==> src/rtl/afe_cfg_pkg.sv <==
// Shared types and default constants for the AFE SPI configuration sequencer.
package afe_cfg_pkg;

  // Sequencer FSM encoding
  typedef enum logic [2:0] {
    ST_IDLE  = 3'd0,
    ST_FETCH = 3'd1,
    ST_LOAD  = 3'd2,
    ST_SHIFT = 3'd3,
    ST_GAP   = 3'd4,
    ST_NEXT  = 3'd5,
    ST_DONE  = 3'd6
  } afe_state_e;

  // Default frame geometry and timing
  localparam int unsigned DEF_WORD_W       = 20;
  localparam int unsigned DEF_DATA_W       = 8;
  localparam int unsigned DEF_ADDR_W       = 6;
  localparam int unsigned DEF_NUM_WORDS    = 44;
  localparam int unsigned DEF_CLK_DIV      = 4;
  localparam int unsigned DEF_GAP_CYC      = 16;
  localparam int unsigned DEF_RST_IDX      = 0;
  localparam int unsigned DEF_RST_WAIT_CYC = 1024;

  // R/W flag sits in the frame MSB (1 = read)
  function automatic int unsigned rw_pos(input int unsigned word_w);
    return word_w - 1;
  endfunction

  // Counter width that stays >= 1 even for a modulus of 1
  function automatic int unsigned cnt_w(input int unsigned n);
    return (n > 1) ? $clog2(n) : 1;
  endfunction

endpackage

==> src/rtl/afe_spi_shifter.sv <==
// SPI mode-0 frame shifter: half-period divider, MSB-first shift register, MISO capture.
module afe_spi_shifter
  import afe_cfg_pkg::*;
#(
  parameter int unsigned WORD_W  = DEF_WORD_W,
  parameter int unsigned DATA_W  = DEF_DATA_W,
  parameter int unsigned CLK_DIV = DEF_CLK_DIV
) (
  input  logic              i_clk,
  input  logic              i_rst,
  input  logic              i_load,
  input  logic [WORD_W-1:0] i_frame,
  input  logic              i_sdi,
  output logic              o_sclk,
  output logic              o_sdo,
  output logic              o_sclk_rise_c,
  output logic              o_frame_done_c,
  output logic [DATA_W-1:0] o_rx_data
);

  localparam int unsigned DIV_W = cnt_w(CLK_DIV);
  localparam int unsigned BIT_W = $clog2(WORD_W + 1);

  logic              r_active;
  logic              r_sclk;
  logic [DIV_W-1:0]  r_div;
  logic [BIT_W-1:0]  r_bit;
  logic [WORD_W-1:0] r_shreg;
  logic [DATA_W-1:0] r_rx;

  logic w_half_end;
  logic w_last;
  logic w_fall;

  // Half-period boundaries; the low phase before bit 0 doubles as the CSn setup time
  assign w_half_end     = r_active && (r_div == DIV_W'(CLK_DIV - 1));
  assign w_last         = (r_bit == BIT_W'(WORD_W));
  assign o_sclk_rise_c  = w_half_end && !r_sclk && !w_last;
  assign o_frame_done_c = w_half_end && !r_sclk && w_last;
  assign w_fall         = w_half_end && r_sclk;

  assign o_sclk    = r_sclk;
  assign o_sdo     = r_shreg[WORD_W-1];
  assign o_rx_data = r_rx;

  // Divider, bit counter, shift and capture registers
  always_ff @(posedge i_clk) begin
    if (i_rst) begin
      r_active <= 1'b0;
      r_sclk   <= 1'b0;
      r_div    <= '0;
      r_bit    <= '0;
      r_shreg  <= '0;
      r_rx     <= '0;
    end else if (i_load) begin
      r_active <= 1'b1;
      r_sclk   <= 1'b0;
      r_div    <= '0;
      r_bit    <= '0;
      r_shreg  <= i_frame;
    end else if (r_active) begin
      r_div <= w_half_end ? '0 : r_div + 1'b1;
      if (o_sclk_rise_c) begin
        r_sclk <= 1'b1;
        r_rx   <= {r_rx[DATA_W-2:0], i_sdi};
      end
      if (w_fall) begin
        r_sclk  <= 1'b0;
        r_bit   <= r_bit + 1'b1;
        r_shreg <= {r_shreg[WORD_W-2:0], 1'b0};
      end
      if (o_frame_done_c) begin
        r_active <= 1'b0;
      end
    end
  end

endmodule

==> src/rtl/afe_spi_cfg_sequencer.sv <==
// AFE power-up configuration engine: walks the config table or sends one runtime frame over SPI.
module afe_spi_cfg_sequencer
  import afe_cfg_pkg::*;
#(
  parameter int unsigned WORD_W       = DEF_WORD_W,
  parameter int unsigned DATA_W       = DEF_DATA_W,
  parameter int unsigned ADDR_W       = DEF_ADDR_W,
  parameter int unsigned NUM_WORDS    = DEF_NUM_WORDS,
  parameter int unsigned CLK_DIV      = DEF_CLK_DIV,
  parameter int unsigned GAP_CYC      = DEF_GAP_CYC,
  parameter int unsigned RST_IDX      = DEF_RST_IDX,
  parameter int unsigned RST_WAIT_CYC = DEF_RST_WAIT_CYC
) (
  input  logic              i_clk,
  input  logic              i_rst,
  input  logic              i_start,
  input  logic              i_req_valid,
  input  logic [WORD_W-1:0] i_req_data,
  output logic              o_req_ready,
  output logic [ADDR_W-1:0] o_rom_addr,
  input  logic [WORD_W-1:0] i_rom_data,
  output logic              o_busy,
  output logic              o_done,
  output logic              o_rd_valid,
  output logic [DATA_W-1:0] o_rd_data,
  output logic              o_spi_csn,
  output logic              o_spi_sclk,
  output logic              o_spi_sdo,
  input  logic              i_spi_sdi
);

  localparam int unsigned       RW_POS   = rw_pos(WORD_W);
  localparam int unsigned       GAP_MAX  = (GAP_CYC > RST_WAIT_CYC) ? GAP_CYC : RST_WAIT_CYC;
  localparam int unsigned       GAP_W    = $clog2(GAP_MAX + 1);
  localparam logic [ADDR_W-1:0] LAST_IDX = ADDR_W'(NUM_WORDS - 1);
  localparam logic [ADDR_W-1:0] RST_ADDR = ADDR_W'(RST_IDX);

  afe_state_e        r_state, w_state_nxt;
  logic [ADDR_W-1:0] r_index, w_index_nxt;
  logic              r_table, w_table_nxt;
  logic [WORD_W-1:0] r_req_frame, w_req_frame_nxt;
  logic              r_rw, w_rw_nxt;
  logic [GAP_W-1:0]  r_gap_cnt, w_gap_cnt_nxt;
  logic              r_csn, w_csn_nxt;
  logic              r_busy, w_busy_nxt;
  logic              r_done, w_done_nxt;
  logic              r_ready, w_ready_nxt;
  logic              r_rd_valid, w_rd_valid_nxt;
  logic [DATA_W-1:0] r_rd_data, w_rd_data_nxt;

  logic              w_load;
  logic [WORD_W-1:0] w_frame;
  logic              w_sclk;
  logic              w_sdo;
  logic              w_sclk_rise;
  logic              w_frame_done;
  logic [DATA_W-1:0] w_rx_data;

  afe_spi_shifter #(
    .WORD_W  (WORD_W),
    .DATA_W  (DATA_W),
    .CLK_DIV (CLK_DIV)
  ) u_shifter (
    .i_clk          (i_clk),
    .i_rst          (i_rst),
    .i_load         (w_load),
    .i_frame        (w_frame),
    .i_sdi          (i_spi_sdi),
    .o_sclk         (w_sclk),
    .o_sdo          (w_sdo),
    .o_sclk_rise_c  (w_sclk_rise),
    .o_frame_done_c (w_frame_done),
    .o_rx_data      (w_rx_data)
  );

  // Table word comes straight from the ROM; single-mode frame was captured at the handshake
  assign w_frame = r_table ? i_rom_data : r_req_frame;

  // State and registered-output update
  always_ff @(posedge i_clk) begin
    if (i_rst) begin
      r_state     <= ST_IDLE;
      r_index     <= '0;
      r_table     <= 1'b0;
      r_req_frame <= '0;
      r_rw        <= 1'b0;
      r_gap_cnt   <= '0;
      r_csn       <= 1'b1;
      r_busy      <= 1'b0;
      r_done      <= 1'b0;
      r_ready     <= 1'b1;
      r_rd_valid  <= 1'b0;
      r_rd_data   <= '0;
    end else begin
      r_state     <= w_state_nxt;
      r_index     <= w_index_nxt;
      r_table     <= w_table_nxt;
      r_req_frame <= w_req_frame_nxt;
      r_rw        <= w_rw_nxt;
      r_gap_cnt   <= w_gap_cnt_nxt;
      r_csn       <= w_csn_nxt;
      r_busy      <= w_busy_nxt;
      r_done      <= w_done_nxt;
      r_ready     <= w_ready_nxt;
      r_rd_valid  <= w_rd_valid_nxt;
      r_rd_data   <= w_rd_data_nxt;
    end
  end

  // Next-state, counters and output decode
  always_comb begin
    w_state_nxt     = r_state;
    w_index_nxt     = r_index;
    w_table_nxt     = r_table;
    w_req_frame_nxt = r_req_frame;
    w_rw_nxt        = r_rw;
    w_gap_cnt_nxt   = r_gap_cnt;
    w_rd_valid_nxt  = 1'b0;
    w_rd_data_nxt   = r_rd_data;
    w_load          = 1'b0;

    unique case (r_state)
      ST_IDLE: begin
        if (i_start) begin
          w_table_nxt = 1'b1;
          w_index_nxt = '0;
          w_state_nxt = ST_FETCH;
        end else if (i_req_valid && r_ready) begin
          w_table_nxt     = 1'b0;
          w_req_frame_nxt = i_req_data;
          w_state_nxt     = ST_FETCH;
        end
      end
      ST_FETCH: begin
        w_load      = 1'b1;
        w_rw_nxt    = w_frame[RW_POS];
        w_state_nxt = ST_LOAD;
      end
      ST_LOAD: begin
        if (w_sclk_rise) begin
          w_state_nxt = ST_SHIFT;
        end
      end
      ST_SHIFT: begin
        if (w_frame_done) begin
          w_state_nxt   = ST_GAP;
          w_gap_cnt_nxt = (r_table && (r_index == RST_ADDR)) ? GAP_W'(RST_WAIT_CYC - 1)
                                                             : GAP_W'(GAP_CYC - 1);
          if (r_rw) begin
            w_rd_valid_nxt = 1'b1;
            w_rd_data_nxt  = w_rx_data;
          end
        end
      end
      ST_GAP: begin
        if (r_gap_cnt == '0) begin
          w_state_nxt = r_table ? ST_NEXT : ST_IDLE;
        end else begin
          w_gap_cnt_nxt = r_gap_cnt - 1'b1;
        end
      end
      ST_NEXT: begin
        if (r_index == LAST_IDX) begin
          w_index_nxt = '0;
          w_state_nxt = ST_DONE;
        end else begin
          w_index_nxt = r_index + 1'b1;
          w_state_nxt = ST_FETCH;
        end
      end
      ST_DONE: begin
        w_index_nxt = '0;
        w_state_nxt = ST_IDLE;
      end
      default: begin
        w_state_nxt = ST_IDLE;
      end
    endcase

    w_csn_nxt   = !((w_state_nxt == ST_LOAD) || (w_state_nxt == ST_SHIFT));
    w_busy_nxt  = (w_state_nxt != ST_IDLE);
    w_done_nxt  = (w_state_nxt == ST_DONE);
    w_ready_nxt = (w_state_nxt == ST_IDLE);
  end

  assign o_req_ready = r_ready;
  assign o_rom_addr  = r_index;
  assign o_busy      = r_busy;
  assign o_done      = r_done;
  assign o_rd_valid  = r_rd_valid;
  assign o_rd_data   = r_rd_data;
  assign o_spi_csn   = r_csn;
  assign o_spi_sclk  = w_sclk;
  assign o_spi_sdo   = w_sdo;

endmodule

==> config.mk <==
export PLATFORM = sky130hd
export DESIGN_NAME = afe_spi_cfg_sequencer
export DESIGN_NICKNAME = d
export VERILOG_FILES = /design/src/rtl/afe_cfg_pkg.sv /design/src/rtl/afe_spi_shifter.sv /design/src/rtl/afe_spi_cfg_sequencer.sv
export SDC_FILE = /design/constraint.sdc
export NUM_CORES = 1
export LEC_CHECK = 0
export CORE_AREA = 2 2 106 83
export CTS_BUF_LIST = sky130_fd_sc_hd__clkbuf_8
export DETAILED_ROUTE_END_ITERATION = 7
export DIE_AREA = 0 0 108 85
export PLACE_DENSITY = 0.83
export SETUP_SLACK_MARGIN = 0.05
export SYNTH_ARGS = -nofsm -noshare
export SYNTH_HDL_FRONTEND = slang
export SYNTH_HIERARCHICAL = 1
export SYNTH_SLANG_ARGS = --single-unit
==> constraint.sdc <==
create_clock -name i_clk -period 2.42 [get_ports i_clk]
set_input_delay 0.242 -clock i_clk [delete_from_list [all_inputs] [get_ports i_clk]]
set_output_delay 0.242 -clock i_clk [all_outputs]
set_load 0.1 [all_outputs]
Word-level counts from Yosys, hierarchy flattened
Cells that the tools add are included.
{"block": "word_totals", "ff_bits": 92, "in_bits": 45, "output_inout_bits": 21, "wordCells": 103}
{"block": "classes", "add_sub_neg": 4, "n_eq_ne": 15, "muxes": 29, "bitwise": 4, "n_reduce_logical": 33}
{"op": "$mux W20", "count": 4}
{"op": "$mux W11", "count": 2}
{"op": "$pmux W11 S2", "count": 1}
{"op": "$mux W3", "count": 7}
{"op": "$pmux W3 S6", "count": 1}
{"op": "$pmux W6 S3", "count": 1}
{"op": "$eq A3 B2 Y1 const B", "count": 4}
{"op": "$eq A3 B3 Y1 const B", "count": 4}
{"op": "$mux W6", "count": 2}
{"op": "$reduce_and A3 Y1", "count": 4}
{"op": "$logic_not A11 Y1", "count": 1}
{"op": "$sub A11 B1 Y11 const B", "count": 1}
{"op": "$mux W10", "count": 1}
{"op": "$reduce_and A2 Y1", "count": 5}
{"op": "$reduce_bool A2 Y1", "count": 5}
{"op": "$mux W1", "count": 9}
{"op": "$logic_and A1 B1 Y1", "count": 7}
{"op": "$add A6 B1 Y6 const B", "count": 1}
{"op": "$eq A6 B6 Y1 const B", "count": 1}
{"op": "$logic_not A3 Y1", "count": 2}
{"op": "$logic_not A6 Y1", "count": 1}
{"op": "$reduce_bool A3 Y1", "count": 2}
{"op": "$add A5 B1 Y5 const B", "count": 1}
{"op": "$eq A5 B5 Y1 const B", "count": 1}
{"op": "other kinds (11)", "count": 17}

Longest topological paths before layout
{"block": "depth", "depth_word": 9, "mapped_depth": 10, "ltp_nobuf": 9}

Cells and area by module
Netlist, hierarchy kept.
{"module": "afe_spi_cfg_sequencer", "n_inst": 1, "cells_per_inst": 331, "area_per_inst_um2": 2767.7, "seq_area_each_um2": 1101.1}
{"module": "afe_spi_shifter", "n_inst": 1, "cells_per_inst": 189, "area_per_inst_um2": 1667.8, "seq_area_each_um2": 740.7}

Worst setup path after synthesis
OpenSTA, ideal clock, no wires.
{"block": "synth_path", "path_kind": "reg-to-reg", "from": "reg r_index[1], in the netlist o_rom_addr[1]", "to": "reg r_csn, in the netlist o_spi_csn", "setup_time_ns": 0.120, "t_arrival_ns": 2.454, "required_time_ns": 2.300, "setup_slack_ns": -0.154, "stages_incl_launch_ff": 6, "n_path_buf": 0, "period_less_slack_ns": 2.574, "cell_sequence": "dfxtp_1 -> ha_1 -> nor4bb_1 -> nand2_1 -> a2111o_1 -> or2_1"}
{"block": "synth_via", "elab_chain_cells": 6, "elab_cells_between_ends": 7, "cone_classes": "eq/ne (3); mux (2); reduce/logical (2)"}
{"item": "start, declared", "line_no": "afe_spi_cfg_sequencer.sv:39", "text": "logic [ADDR_W-1:0] r_index, w_index_nxt;"}
{"item": "start signal, assigned", "line_no": "afe_spi_cfg_sequencer.sv:96", "text": "r_index <= w_index_nxt;"}
{"item": "$eq A6 B6 Y1 (*)", "line_no": "afe_spi_cfg_sequencer.sv:163", "text": "if (r_index == LAST_IDX) begin"}
{"item": "$mux W3 (*)", "line_no": "afe_spi_cfg_sequencer.sv:163"}
{"item": "$pmux W3 S6 (*)", "line_no": "afe_spi_cfg_sequencer.sv:122", "text": "unique case (r_state)"}
{"item": "$eq A3 B2 Y1", "line_no": "afe_spi_cfg_sequencer.sv:180", "text": "w_csn_nxt = !((w_state_nxt == ST_LOAD) || (w_state_nxt == ST_SHIFT));"}
{"item": "$logic_or A1 B1 Y1 (*)", "line_no": "afe_spi_cfg_sequencer.sv:180"}
{"item": "$logic_not A1 Y1 (*)", "line_no": "afe_spi_cfg_sequencer.sv:180"}
{"item": "end signal, assigned", "line_no": "afe_spi_cfg_sequencer.sv:101", "text": "r_csn <= w_csn_nxt;"}
{"item": "end, declared", "line_no": "afe_spi_cfg_sequencer.sv:44", "text": "logic r_csn, w_csn_nxt;"}
Every way passes the cells marked *; elsewhere a longest branch is shown, timed or not.
A chain may end at the register's enable or synchronous reset.

Worst setup path after layout
{"block": "layout_path", "from": "reg u_shifter.r_div[0]", "to": "reg r_rd_data[1], in the netlist o_rd_data[1]"}
{"block": "layout_via", "elab_chain_cells": 5}
{"item": "start, declared", "line_no": "afe_spi_shifter.sv:26", "text": "logic [DIV_W-1:0] r_div;"}
{"item": "start signal, assigned", "line_no": "afe_spi_shifter.sv:62", "text": "r_div <= w_half_end ? '0 : r_div + 1'b1;"}
{"item": "$eq A2 B2 Y1", "line_no": "afe_spi_shifter.sv:36", "text": "assign w_half_end = r_active && (r_div == DIV_W'(CLK_DIV - 1));"}
{"item": "$logic_and A1 B1 Y1", "line_no": "afe_spi_shifter.sv:36"}
{"item": "$logic_and A1 B1 Y1 (2 in a row)", "line_no": "afe_spi_shifter.sv:39", "text": "assign o_frame_done_c = w_half_end && !r_sclk && w_last;"}
{"item": "named net w_frame_done", "line_no": "afe_spi_cfg_sequencer.sv:56", "text": "logic w_frame_done;"}
{"item": "$reduce_and A3 Y1 (no source line)"}
{"item": "end signal, assigned", "line_no": "afe_spi_cfg_sequencer.sv:106", "text": "r_rd_data <= w_rd_data_nxt;"}
{"item": "end, declared", "line_no": "afe_spi_cfg_sequencer.sv:49", "text": "logic [DATA_W-1:0] r_rd_data, w_rd_data_nxt;"}
The timed path passes the listed nets, and every way through them passes these cells.

==> impl_metrics.py <==
metrics = {
    "run_status": {
        "outcome": "completed",
    },
    "critical_path": {
        "crit_chain": "ha_1, nand2_1, nor3b_1, and4b_2, nand2_1, nand2_1, a21oi_1",
        "critPathTopFamily": "simple AND/OR/NAND/NOR gates",
        "endpoint_kind": "flop",
        "required_ns": 2.66,
        "r2r_start": "u_shifter/r_div[0]$_SDFFE_PP0P_",
        "crit_fanout": 9,
        "max_stage_delay_ns": 0.45,
        "r2r_setup_slack_ns": 0.18,
        "crit_type": "reg2reg",
        "r2r_end": "o_rd_data[1]$_SDFFE_PP0P_",
        "critPathBufInv": 0,
        "r2r_cells": 7,
        "slowest_stage": "nor3b_1",
        "arrival_ns": 2.48,
        "cp_common_cell": "nand2_1",
        "startpoint_type": "flop",
    },
    "timing": {
        "max_freq_ghz": 0.445,
        "relSlewSlack_pct": 36.7,
        "period_needed_ns": 2.24,
        "finalMaxSlewViolations": 0,
        "skew_ns": 0.00926,
        "tns_ns": 0,
        "rsz0062_at_grt": "no",
        "setup_viol_count_final": 0,
        "tightestPinTransition_ns": 0.941,
        "setup_slack_ns": 0.175,
        "hold_violations": 0,
        "fin_crit_sh_pct": 92.8,
    },
    "place": {
        "pre_cts_ws_ns": 0.175,
        "placed_cells": 669,
        "hpwl_um": 7100,
        "placed_area_sq_um": 5120,
        "place_congestion": 0.989,
        "portBuffers": 65,
    },
    "final_layout": {
        "area_growth_pct": 19.7,
        "nNetsFinal": 624,
        "final_cell_area_sq_um": 5310,
        "instances_no_fill": 685,
        "drive_above_1_share_pct": 15.9,
        "diodes": 0,
    },
    "drt": {
        "antenna_left": 0,
        "wl_per_cell_um": 14.8,
        "vias": 3878,
        "drtIter0Drc": 308,
        "drc": 0,
        "wirelength_um": 10100,
        "post_drt_via_cell_ratio": 5.66,
        "dr.pass1.iters": 5,
    },
    "floorplanning": {
        "initial_utilization_pct": 54.3,
        "coreArea_sq_um": 8160,
        "fp.dieH_um": 85,
        "ios": 66,
        "die_width_um": 108,
        "rows": 29,
        "dieArea_sq_um": 9180,
    },
    "cts": {
        "cts_max_path_buffers": 2,
        "root_buffer": "clkbuf_8",
        "cts_hold_buf": 0,
        "worstSkewPairLatency_ns": 0.36,
        "cts_tree": "yes",
        "clock-sinks": 92,
        "h-tree-depth": 3,
        "cts_buffers": 9,
        "clk_pin_slew_ns": 0.09,
        "post_cts_buffers": 0,
    },
    "synthesis": {
        "ys_seq_area_share_pct": 41.5,
        "yosys.area.top_type": "dfxtp_1",
        "syn_avg_cell_area_sq_um": 8.53,
        "async_flop_share_pct": 0,
        "synth_cell_type_count": 64,
        "synth.area.top_cells": "dfxtp_1, a21oi_1, nand2_1, mux2_2, nor3_1",
        "synth_fp_nets": 572,
        "synth_area_sq_um": 4440,
        "synth-edff-count": 0,
        "netlist.area_leader.share_pct": 41.5,
        "ys.flop_type": "dfxtp_1",
        "synthCells": 520,
        "yosys_warnings": 6,
        "ys_seq_elements": 92,
    },
    "global_routing": {
        "grt_pass1_wl_um": 16500,
        "antenna_found_initial": 0,
        "grt_pass1_vias": 3568,
        "overflow": 0,
        "grt_use_total_pct": 22.4,
        "grt_max_degree": 69,
    },
    "worst_hold_path": {
        "hold_path_end": "r_table$_SDFFE_PP0P_",
        "hold_start": "i_rst",
        "whs_path_depth": 2,
        "hold_path_class": "in2reg",
    },
    "power": {
        "power_per_cell_area_nw_per_um2": 587,
        "ir_worst_vdd_mv": 0.348,
        "leakage_nw": 1.91,
    },
    "job": {
        "drv_cap": 0,
    },
}
[flip-flops by register name, summed over array words and instances, names as in the netlist, 2 cells and up]
name and cells:
u_shifter/r_div 2, o_rd_data 8, u_shifter/r_shreg 20, u_shifter/r_bit 5
u_shifter/o_rx_data 8, r_req_frame 20, r_gap_cnt 11, r_state 3
o_rom_addr 6
[where the power goes]
group          total (mW)  internal [mW]  switching [mW]
logic               0.491          0.217           0.274
registers            1.62           1.58          0.0422
clock network        1.00          0.473           0.529
[cell usage in the layout (no fill, tap or decap), types with 16 or more instances in the layout]
| cell type | synthesis | routed |
|---|---|---|
| inv_1 | 31 | 32 |
| dfxtp_1 | 92 | 89 |
| nor2_1 | 22 | 22 |
| nor3_1 | 40 | 39 |
| nand3_1 | 16 | 16 |
| a21oi_1 | 55 | 55 |
| buf_4 | 2 | 34 |
| mux2_2 | 20 | 20 |
| nand2_1 | 61 | 61 |
| a2111oi_0 | 19 | 19 |
| clkdlybuf4s50_1 | 0 | 43 |
[cell usage after synthesis, drive strengths merged (5+ instances only)]
cell,number
buf,10
mux2,20
inv,31
nand2b,13
nand2,61
o21ai,12
a2111oi,19
nor3,40
nand3,16
mux2i,11
nor2,23
ha,7
nor4,5
dfxtp,92
clkbuf,29
or3,8
nor2b,10
a21oi,55
[routing by layer]
metal	vias up	track usage, %	wire (um)
met5	-	0	0
met4	0	7.11	141
met3	14	4.99	538
met2	119	35.0	4500
met1	1787	30.9	4960
li1	1958	-	-
[metrics by stage]
stage | total power, mW | hold slack (ns) | util, %
5_1_grt | 3.26 | 0.230 | 65.0
2_1_floorplan | 1.99 | 0.378 | -
3_3_place_gp | 2.13 | 0.440 | 62.7
6_report | 3.12 | 0.234 | 65.0
4_1_cts | 3.15 | 0.213 | 65.0
3_5_place_dp | 2.15 | 0.449 | 62.7
[kinds of logic after synthesis]
kind of cell               count (synthesis)  synth area share [%]
adders and majority gates                  7                  1.97
and+or+nand+nor                          203                  24.0
buffers and inverters                     70                  7.00
muxes                                     31                  7.56
AOI/OAI and AO/OA                        114                  17.3
xor gates and xnor gates                   3                 0.592
DFF                                       92                  41.5
[worst max-delay path by stage]
stage,startpoint,to,slack [ns],cells past startpoint
5_1_grt,u_shifter/r_div[1]$_SDFFE_PP0P_,o_rd_data[3]$_SDFFE_PP0P_,0.08,7
3_5_place_dp,u_shifter/r_bit[0]$_SDFFE_PP0P_,o_rd_data[1]$_SDFFE_PP0P_,0.17,8
4_1_cts,u_shifter/r_bit[0]$_SDFFE_PP0P_,o_rd_data[1]$_SDFFE_PP0P_,0.14,8
2_1_floorplan,u_shifter/o_sclk$_SDFFE_PP0P_,r_gap_cnt[9]$_SDFFE_PP0P_,0.13,8
6_report,u_shifter/r_div[0]$_SDFFE_PP0P_,o_rd_data[1]$_SDFFE_PP0P_,0.18,7
3_3_place_gp,u_shifter/r_bit[0]$_SDFFE_PP0P_,o_rd_data[0]$_SDFFE_PP0P_,0.29,8
[what timing repair did]
action	in CTS	in global routing
resized for setup	0	1
endpoints found under the hold margin	0	0
endpoints found under the setup margin	0	7
[final cells by class]
cell class                      count  area [sq um]
Tap cell                          108           135
Multi-Input combinational cell    358          2290
Fill cell                         660          2850
Sequential cell                    92          1850
Inverter                           31           116
Timing Repair Buffer               80           731
Clock buffer                        9           124
Clock inverter                      7          68.8
No activity file was read; power rests on OpenSTA's default activity.
